`config.mk`:
```
export PLATFORM = sky130hd
export DESIGN_NAME = id_ex_stage_flat
export DESIGN_NICKNAME = d
export VERILOG_FILES = /design/src/rtl/id_ex_if.sv /design/src/rtl/id_ex_stage.sv /design/src/flat_wrapper.sv
export SDC_FILE = /design/constraint.sdc
export NUM_CORES = 1
export LEC_CHECK = 0
export ABC_AREA = 0
export CORE_ASPECT_RATIO = 1.75
export CORE_MARGIN = 4
export CORE_UTILIZATION = 43
export DETAILED_ROUTE_END_ITERATION = 8
export PLACE_DENSITY = 0.82
export SLEW_MARGIN = 5
export SYNTH_ARGS = -nofsm -noshare
export SYNTH_HDL_FRONTEND = slang
export SYNTH_SLANG_ARGS = --single-unit
```
`constraint.sdc`:
```
create_clock -name clk -period 2.7 [get_ports clk]
set_input_delay 0.405 -clock clk [delete_from_list [all_inputs] [get_ports clk]]
set_output_delay 0.405 -clock clk [all_outputs]
set_load 0.01 [all_outputs]
```
`src/rtl/id_ex_if.sv`:
```
// Decode/execute bundle for the ID/EX pipeline register: decode-side inputs,
// write-back snoop, execute control, and the registered execute-side outputs.
interface id_ex_if #(
  parameter int XLEN   = 32,
  parameter int CTRL_W = 12
);
  logic              valid_d;
  logic [XLEN-1:0]   pc_d;
  logic [4:0]        rs1_d;
  logic [4:0]        rs2_d;
  logic [4:0]        rd_d;
  logic [XLEN-1:0]   imm_d;
  logic [CTRL_W-1:0] ctrl_d;
  logic [XLEN-1:0]   rd1_d;
  logic [XLEN-1:0]   rd2_d;

  logic              wb_we;
  logic [4:0]        wb_addr;
  logic [XLEN-1:0]   wb_data;

  logic              stall_e;
  logic              flush_e;

  logic              stall_d;
  logic              valid_e;
  logic [XLEN-1:0]   pc_e;
  logic [XLEN-1:0]   imm_e;
  logic [4:0]        rs1_e;
  logic [4:0]        rs2_e;
  logic [4:0]        rd_e;
  logic [CTRL_W-1:0] ctrl_e;
  logic [XLEN-1:0]   src_a_e;
  logic [XLEN-1:0]   src_b_e;

  modport master (
    output valid_d, pc_d, rs1_d, rs2_d, rd_d, imm_d, ctrl_d, rd1_d, rd2_d,
    output wb_we, wb_addr, wb_data, stall_e, flush_e,
    input  stall_d, valid_e, pc_e, imm_e, rs1_e, rs2_e, rd_e, ctrl_e,
    input  src_a_e, src_b_e
  );

  modport slave (
    input  valid_d, pc_d, rs1_d, rs2_d, rd_d, imm_d, ctrl_d, rd1_d, rd2_d,
    input  wb_we, wb_addr, wb_data, stall_e, flush_e,
    output stall_d, valid_e, pc_e, imm_e, rs1_e, rs2_e, rd_e, ctrl_e,
    output src_a_e, src_b_e
  );
endinterface

```
`src/rtl/id_ex_stage.sv`:
```
// ID/EX pipeline register with write-back bypass into captured operands,
// load-use hazard detection, and execute hold/flush.
module id_ex_stage #(
  parameter int XLEN      = 32,
  parameter int CTRL_W    = 12,
  parameter int MEMRD_BIT = 0
) (
  input  logic    clk,
  input  logic    rst_n,
  id_ex_if.slave  bus
);

  typedef enum logic [1:0] {EMPTY, FULL, HELD} state_t;

  state_t            state_q,   state_d;
  logic [XLEN-1:0]   ex_pc_q,   ex_pc_d;
  logic [XLEN-1:0]   ex_imm_q,  ex_imm_d;
  logic [4:0]        ex_rs1_q,  ex_rs1_d;
  logic [4:0]        ex_rs2_q,  ex_rs2_d;
  logic [4:0]        ex_rd_q,   ex_rd_d;
  logic [CTRL_W-1:0] ex_ctrl_q, ex_ctrl_d;
  logic [XLEN-1:0]   ex_src_a_q, ex_src_a_d;
  logic [XLEN-1:0]   ex_src_b_q, ex_src_b_d;

  logic hazard;
  logic bubble;

  // The reg file writes on the same edge we capture on, so a matching
  // write-back must override the (stale) read data; x0 is never forwarded.
  function automatic logic [XLEN-1:0] fwd(
    input logic            we,
    input logic [4:0]      waddr,
    input logic [XLEN-1:0] wdata,
    input logic [4:0]      raddr,
    input logic [XLEN-1:0] rdata
  );
    if (we && (waddr != 5'd0) && (waddr == raddr)) return wdata;
    return rdata;
  endfunction

  assign hazard = bus.valid_d && (state_q != EMPTY) && ex_ctrl_q[MEMRD_BIT] &&
                  (ex_rd_q != 5'd0) &&
                  ((ex_rd_q == bus.rs1_d) || (ex_rd_q == bus.rs2_d));
  assign bus.stall_d = hazard && !bus.stall_e;

  // Flush beats everything; a load-use bubble only happens when execute can advance.
  assign bubble = bus.flush_e || (!bus.stall_e && bus.stall_d);

  always_comb begin
    state_d    = state_q;
    ex_pc_d    = ex_pc_q;
    ex_imm_d   = ex_imm_q;
    ex_rs1_d   = ex_rs1_q;
    ex_rs2_d   = ex_rs2_q;
    ex_rd_d    = ex_rd_q;
    ex_ctrl_d  = ex_ctrl_q;
    ex_src_a_d = ex_src_a_q;
    ex_src_b_d = ex_src_b_q;
    if (bubble) begin
      state_d    = EMPTY;
      ex_pc_d    = '0;
      ex_imm_d   = '0;
      ex_rs1_d   = '0;
      ex_rs2_d   = '0;
      ex_rd_d    = '0;
      ex_ctrl_d  = '0;
      ex_src_a_d = '0;
      ex_src_b_d = '0;
    end else if (bus.stall_e) begin
      state_d    = (state_q == EMPTY) ? EMPTY : HELD;
      ex_src_a_d = fwd(bus.wb_we, bus.wb_addr, bus.wb_data, ex_rs1_q, ex_src_a_q);
      ex_src_b_d = fwd(bus.wb_we, bus.wb_addr, bus.wb_data, ex_rs2_q, ex_src_b_q);
    end else begin
      state_d    = bus.valid_d ? FULL : EMPTY;
      ex_pc_d    = bus.pc_d;
      ex_imm_d   = bus.imm_d;
      ex_rs1_d   = bus.rs1_d;
      ex_rs2_d   = bus.rs2_d;
      ex_rd_d    = bus.rd_d;
      ex_ctrl_d  = bus.valid_d ? bus.ctrl_d : '0;
      ex_src_a_d = fwd(bus.wb_we, bus.wb_addr, bus.wb_data, bus.rs1_d, bus.rd1_d);
      ex_src_b_d = fwd(bus.wb_we, bus.wb_addr, bus.wb_data, bus.rs2_d, bus.rd2_d);
    end
  end

  always_ff @(posedge clk or negedge rst_n) begin
    if (!rst_n) begin
      state_q    <= EMPTY;
      ex_pc_q    <= '0;
      ex_imm_q   <= '0;
      ex_rs1_q   <= '0;
      ex_rs2_q   <= '0;
      ex_rd_q    <= '0;
      ex_ctrl_q  <= '0;
      ex_src_a_q <= '0;
      ex_src_b_q <= '0;
    end else begin
      state_q    <= state_d;
      ex_pc_q    <= ex_pc_d;
      ex_imm_q   <= ex_imm_d;
      ex_rs1_q   <= ex_rs1_d;
      ex_rs2_q   <= ex_rs2_d;
      ex_rd_q    <= ex_rd_d;
      ex_ctrl_q  <= ex_ctrl_d;
      ex_src_a_q <= ex_src_a_d;
      ex_src_b_q <= ex_src_b_d;
    end
  end

  assign bus.valid_e = (state_q != EMPTY);
  assign bus.pc_e    = ex_pc_q;
  assign bus.imm_e   = ex_imm_q;
  assign bus.rs1_e   = ex_rs1_q;
  assign bus.rs2_e   = ex_rs2_q;
  assign bus.rd_e    = ex_rd_q;
  assign bus.ctrl_e  = ex_ctrl_q;
  assign bus.src_a_e = ex_src_a_q;
  assign bus.src_b_e = ex_src_b_q;

endmodule

```
`src/flat_wrapper.sv`:
```
// flat-port wrapper written by rule: the top's interface ports become plain ports
module id_ex_stage_flat 
#(
  parameter int XLEN      = 32,
  parameter int CTRL_W    = 12,
  parameter int MEMRD_BIT = 0
)
  (clk, rst_n, bus_valid_d, bus_pc_d, bus_rs1_d, bus_rs2_d, bus_rd_d, bus_imm_d, bus_ctrl_d, bus_rd1_d, bus_rd2_d, bus_wb_we, bus_wb_addr, bus_wb_data, bus_stall_e, bus_flush_e, bus_stall_d, bus_valid_e, bus_pc_e, bus_imm_e, bus_rs1_e, bus_rs2_e, bus_rd_e, bus_ctrl_e, bus_src_a_e, bus_src_b_e);
  id_ex_if #(.XLEN(XLEN), .CTRL_W(CTRL_W)) bus_i ();
  input  logic clk;
  input  logic rst_n;
  input wire logic [$bits(bus_i.valid_d)-1:0] bus_valid_d;
  input wire logic [$bits(bus_i.pc_d)-1:0] bus_pc_d;
  input wire logic [$bits(bus_i.rs1_d)-1:0] bus_rs1_d;
  input wire logic [$bits(bus_i.rs2_d)-1:0] bus_rs2_d;
  input wire logic [$bits(bus_i.rd_d)-1:0] bus_rd_d;
  input wire logic [$bits(bus_i.imm_d)-1:0] bus_imm_d;
  input wire logic [$bits(bus_i.ctrl_d)-1:0] bus_ctrl_d;
  input wire logic [$bits(bus_i.rd1_d)-1:0] bus_rd1_d;
  input wire logic [$bits(bus_i.rd2_d)-1:0] bus_rd2_d;
  input wire logic [$bits(bus_i.wb_we)-1:0] bus_wb_we;
  input wire logic [$bits(bus_i.wb_addr)-1:0] bus_wb_addr;
  input wire logic [$bits(bus_i.wb_data)-1:0] bus_wb_data;
  input wire logic [$bits(bus_i.stall_e)-1:0] bus_stall_e;
  input wire logic [$bits(bus_i.flush_e)-1:0] bus_flush_e;
  output wire logic [$bits(bus_i.stall_d)-1:0] bus_stall_d;
  output wire logic [$bits(bus_i.valid_e)-1:0] bus_valid_e;
  output wire logic [$bits(bus_i.pc_e)-1:0] bus_pc_e;
  output wire logic [$bits(bus_i.imm_e)-1:0] bus_imm_e;
  output wire logic [$bits(bus_i.rs1_e)-1:0] bus_rs1_e;
  output wire logic [$bits(bus_i.rs2_e)-1:0] bus_rs2_e;
  output wire logic [$bits(bus_i.rd_e)-1:0] bus_rd_e;
  output wire logic [$bits(bus_i.ctrl_e)-1:0] bus_ctrl_e;
  output wire logic [$bits(bus_i.src_a_e)-1:0] bus_src_a_e;
  output wire logic [$bits(bus_i.src_b_e)-1:0] bus_src_b_e;
  assign bus_i.valid_d = bus_valid_d;
  assign bus_i.pc_d = bus_pc_d;
  assign bus_i.rs1_d = bus_rs1_d;
  assign bus_i.rs2_d = bus_rs2_d;
  assign bus_i.rd_d = bus_rd_d;
  assign bus_i.imm_d = bus_imm_d;
  assign bus_i.ctrl_d = bus_ctrl_d;
  assign bus_i.rd1_d = bus_rd1_d;
  assign bus_i.rd2_d = bus_rd2_d;
  assign bus_i.wb_we = bus_wb_we;
  assign bus_i.wb_addr = bus_wb_addr;
  assign bus_i.wb_data = bus_wb_data;
  assign bus_i.stall_e = bus_stall_e;
  assign bus_i.flush_e = bus_flush_e;
  assign bus_stall_d = bus_i.stall_d;
  assign bus_valid_e = bus_i.valid_e;
  assign bus_pc_e = bus_i.pc_e;
  assign bus_imm_e = bus_i.imm_e;
  assign bus_rs1_e = bus_i.rs1_e;
  assign bus_rs2_e = bus_i.rs2_e;
  assign bus_rd_e = bus_i.rd_e;
  assign bus_ctrl_e = bus_i.ctrl_e;
  assign bus_src_a_e = bus_i.src_a_e;
  assign bus_src_b_e = bus_i.src_b_e;
  id_ex_stage #(.XLEN(XLEN), .CTRL_W(CTRL_W), .MEMRD_BIT(MEMRD_BIT)) u_core (.clk(clk), .rst_n(rst_n), .bus(bus_i));
endmodule
```
==> impl_metrics.tcl <==
set metrics [dict create \
    status "finished clean" \
    async_flop_share_pct 100.0 \
    tightest_slew_ps 1015 \
    peakVddDrop_v 0.0003254 \
    die_w_um 111.7 \
    powerDensity_mw_per_mm2 505.4 \
    period_share_pct 92.43 \
    hold_depth 3 \
    critical_path_class "flop to output pin" \
    cts_buffers 17 \
    antenna_found_initial 0 \
    ys_ff_latch 157 \
    cts_tree "built" \
    finalHoldViolations 0 \
    synth_common_cells "157 x dfrtp_1, 156 x nand2_1, 91 x a21oi_1" \
    crit_path_top_delay_cell "or4_1" \
    route.detailed.vias_per_inst 5.180 \
    setup_violations 0 \
    ios 355 \
    maxCapViolCount 0 \
    cp_cell_sequence "or4_1, o2111ai_4, nor2_1, dlygate4sd2_1" \
    ant_nets 0 \
    start_util_pct 43.53 \
    die_y_um 189.4 \
    clkLatencyLatePin_ps 420 \
    hold_start "bus_flush_e" \
    grt_pass1_vias 7488 \
    slew-limit-headroom_pct 32.34 \
    yosysMostFrequentCell "dfrtp_1" \
    synth-main-ff-cell "dfrtp_1" \
    vias 7299 \
    dr.pass1.iters 4 \
    htreeDepth 4 \
    synth.area.top_cells "dfrtp_1 49%, mux2i_1 7.9%, nand2_1 7.2%" \
    row_count 66 \
    synth_cell_types 33 \
    synth_cells 834 \
    synth_top_area_cell "dfrtp_1" \
    drt_iter0_drc 421 \
    cp_max_fo 5 \
    syn_nets 1032 \
    max_freq_mhz 400.7 \
    cts_setup_buffers 0 \
    dp_hpwl_mm 18.53 \
    cp-start-kind "flop" \
    hold_path_class "input pin to flop" \
    ys_warn_count 0 \
    finalClockSkew_ps 8.820 \
    rr_worst_depth 6 \
    rsz0062_at_grt "no" \
    synth_edf_count 0 \
    coreArea_mm2 0.01858 \
    cts-root-buf "clkbuf_16" \
    drc 0 \
    drive_above_1_share_pct 10.68 \
    finalInstanceArea_mm2 0.01240 \
    grt_max_degree 176 \
    cts_buffer_depth 2 \
    syn_to_final_growth_pct 53.26 \
    power.leakage_nw 5.088 \
    ys_seq_area_share_pct 48.58 \
    clock_sinks 157 \
    critPathTopFamily "simple AND/OR/NAND/NOR gates" \
    wl_mm 26.65 \
    wl_per_cell_um 18.92 \
    place.gp.congestion 0.8623 \
    min_period_ps 2495 \
    grtUsageTotal_pct 24.66 \
    finalMaxSlewViolations 0 \
    timing.rr.end "u_core.bus.src_a_e[19]" \
    die_area_mm2 0.02115 \
    nNetsFinal 1355 \
    fin_util_pct 66.71 \
    synth_top_area_share_pct 48.58 \
    io_buffers 354 \
    dpl-instance-area_mm2 0.01184 \
    crit_arrival_ps 2090 \
    worstReg2RegStart "u_core.bus.rd_e[1]" \
    overflow 0 \
    critPathRequiredTime_ps 2300 \
    end_kind "output pin" \
    total_power_w 0.006265 \
    setup_tns_ps 0 \
    r2r_slack_ps 390 \
    syn_area_mm2 0.008088 \
    timing.critical_path.buf_inv 1 \
    syn_avg_cell_area_um2 9.698 \
    grt_first_pass_wirelength_mm 41.30 \
    slowest_delay_ps 590 \
    clk_pin_slew_worst_paths_ps 60 \
    min_to "u_core.state_q[1]" \
]
## flip-flops by register name, indices dropped and copies added, names as in the netlist
signal,cells
u_core.bus.imm_e,32
u_core.bus.pc_e,32
u_core.bus.src_a_e,32
u_core.bus.src_b_e,32
u_core.bus.ctrl_e,12
u_core.bus.rd_e,5
u_core.bus.rs1_e,5
u_core.bus.rs2_e,5
u_core.state_q,2
## metal layers
metal	vias up	track usage (%)	share of wire, %
met5	-	0	0
met4	0	11.29	4.3
met3	58	6.396	6.4
met2	280	43.67	53
met1	3470	27.53	37
li1	3491	-	-
## worst min-delay path: cells and delay by family
| kind | cells | cell delay [ps] |
|---|---|---|
| and+or+nand+nor | 1 | 170 |
| buffers and inverters | 2 | 200 |
## timing repair
item	in CTS	in global routing
hold endpoints to repair	49	0
resized for setup	2	0
hold buffers	1	0
setup endpoints to repair	1	0
## worst max-delay path by stage
| stage | start | endpoint | slack, ps | cells after the start |
|---|---|---|---|---|
| floorplan | bus_wb_addr[0] | u_core.bus.src_a_e[15] | 550 | 7 |
| global placement | bus_wb_addr[0] | u_core.bus.src_b_e[11] | 40 | 7 |
| detailed placement | bus_wb_addr[0] | u_core.bus.src_b_e[11] | 50 | 7 |
| CTS | u_core.bus.rd_e[1] | bus_stall_d | 180 | 4 |
| global route | u_core.bus.rd_e[1] | bus_stall_d | 110 | 4 |
| finish | u_core.bus.rd_e[1] | bus_stall_d | 200 | 4 |
## final cells by class
class                           count  area, um2
Clock inverter                     10      92.59
Inverter                            1      3.754
Fill cell                        1474       6185
Timing Repair Buffer              377       3849
Sequential cell                   157       3930
Tap cell                          238      297.8
Antenna cell                        1      2.502
Clock buffer                       22      454.2
Multi-Input combinational cell    603       3766
## power breakdown
group	switching [W]	internal, W	total (W)	leakage [nW]
registers	0.0000944	0.00250	0.00260	2.07
logic	0.000626	0.000756	0.00138	2.77
clock network	0.000994	0.00129	0.00228	0.244
total	0.00172	0.00455	0.00627	5.09
## stage by stage
step           instances  hold slack (ps)  setup WS [ps]
2_1_floorplan        834            109.4          547.7
5_1_grt             1408            429.3          109.0
4_1_cts             1408            389.3          177.3
3_3_place_gp        1375            395.9          43.52
3_5_place_dp        1375            401.6          45.96
6_report            1409            397.8          204.5
## cells by family (layout without fill, tap and decap cells)
kind of cell	Yosys count	in the layout	synth area share, %
buffers and inverters	74	410	5.275
muxes	64	64	7.921
other	0	1	0
DFF	157	157	48.58
xor gates and xnor gates	30	30	3.249
and+or+nand+nor	252	252	14.50
AOI/OAI and AO/OA	257	257	20.48
## placed cells by master, fill, tap and decap left out, types with 2 or more instances in the layout
cell               n
a21oi_1           91
a41o_1             2
a41oi_2            2
a41oi_4            2
buf_12            11
buf_4             12
clkbuf_1           4
clkbuf_16         17
clkdlybuf4s50_1  350
clkinv_2           2
clkinvlp_4         7
dfrtp_1          156
mux2i_1           64
nand2_1          156
nor2_1             7
nor2b_1           80
nor3_1             4
o211ai_1          12
o211ai_4           2
o21ai_1           83
o21ai_2           60
xnor2_1            6
xor2_1            24
Note: power is estimated with default switching activity, not from simulation.
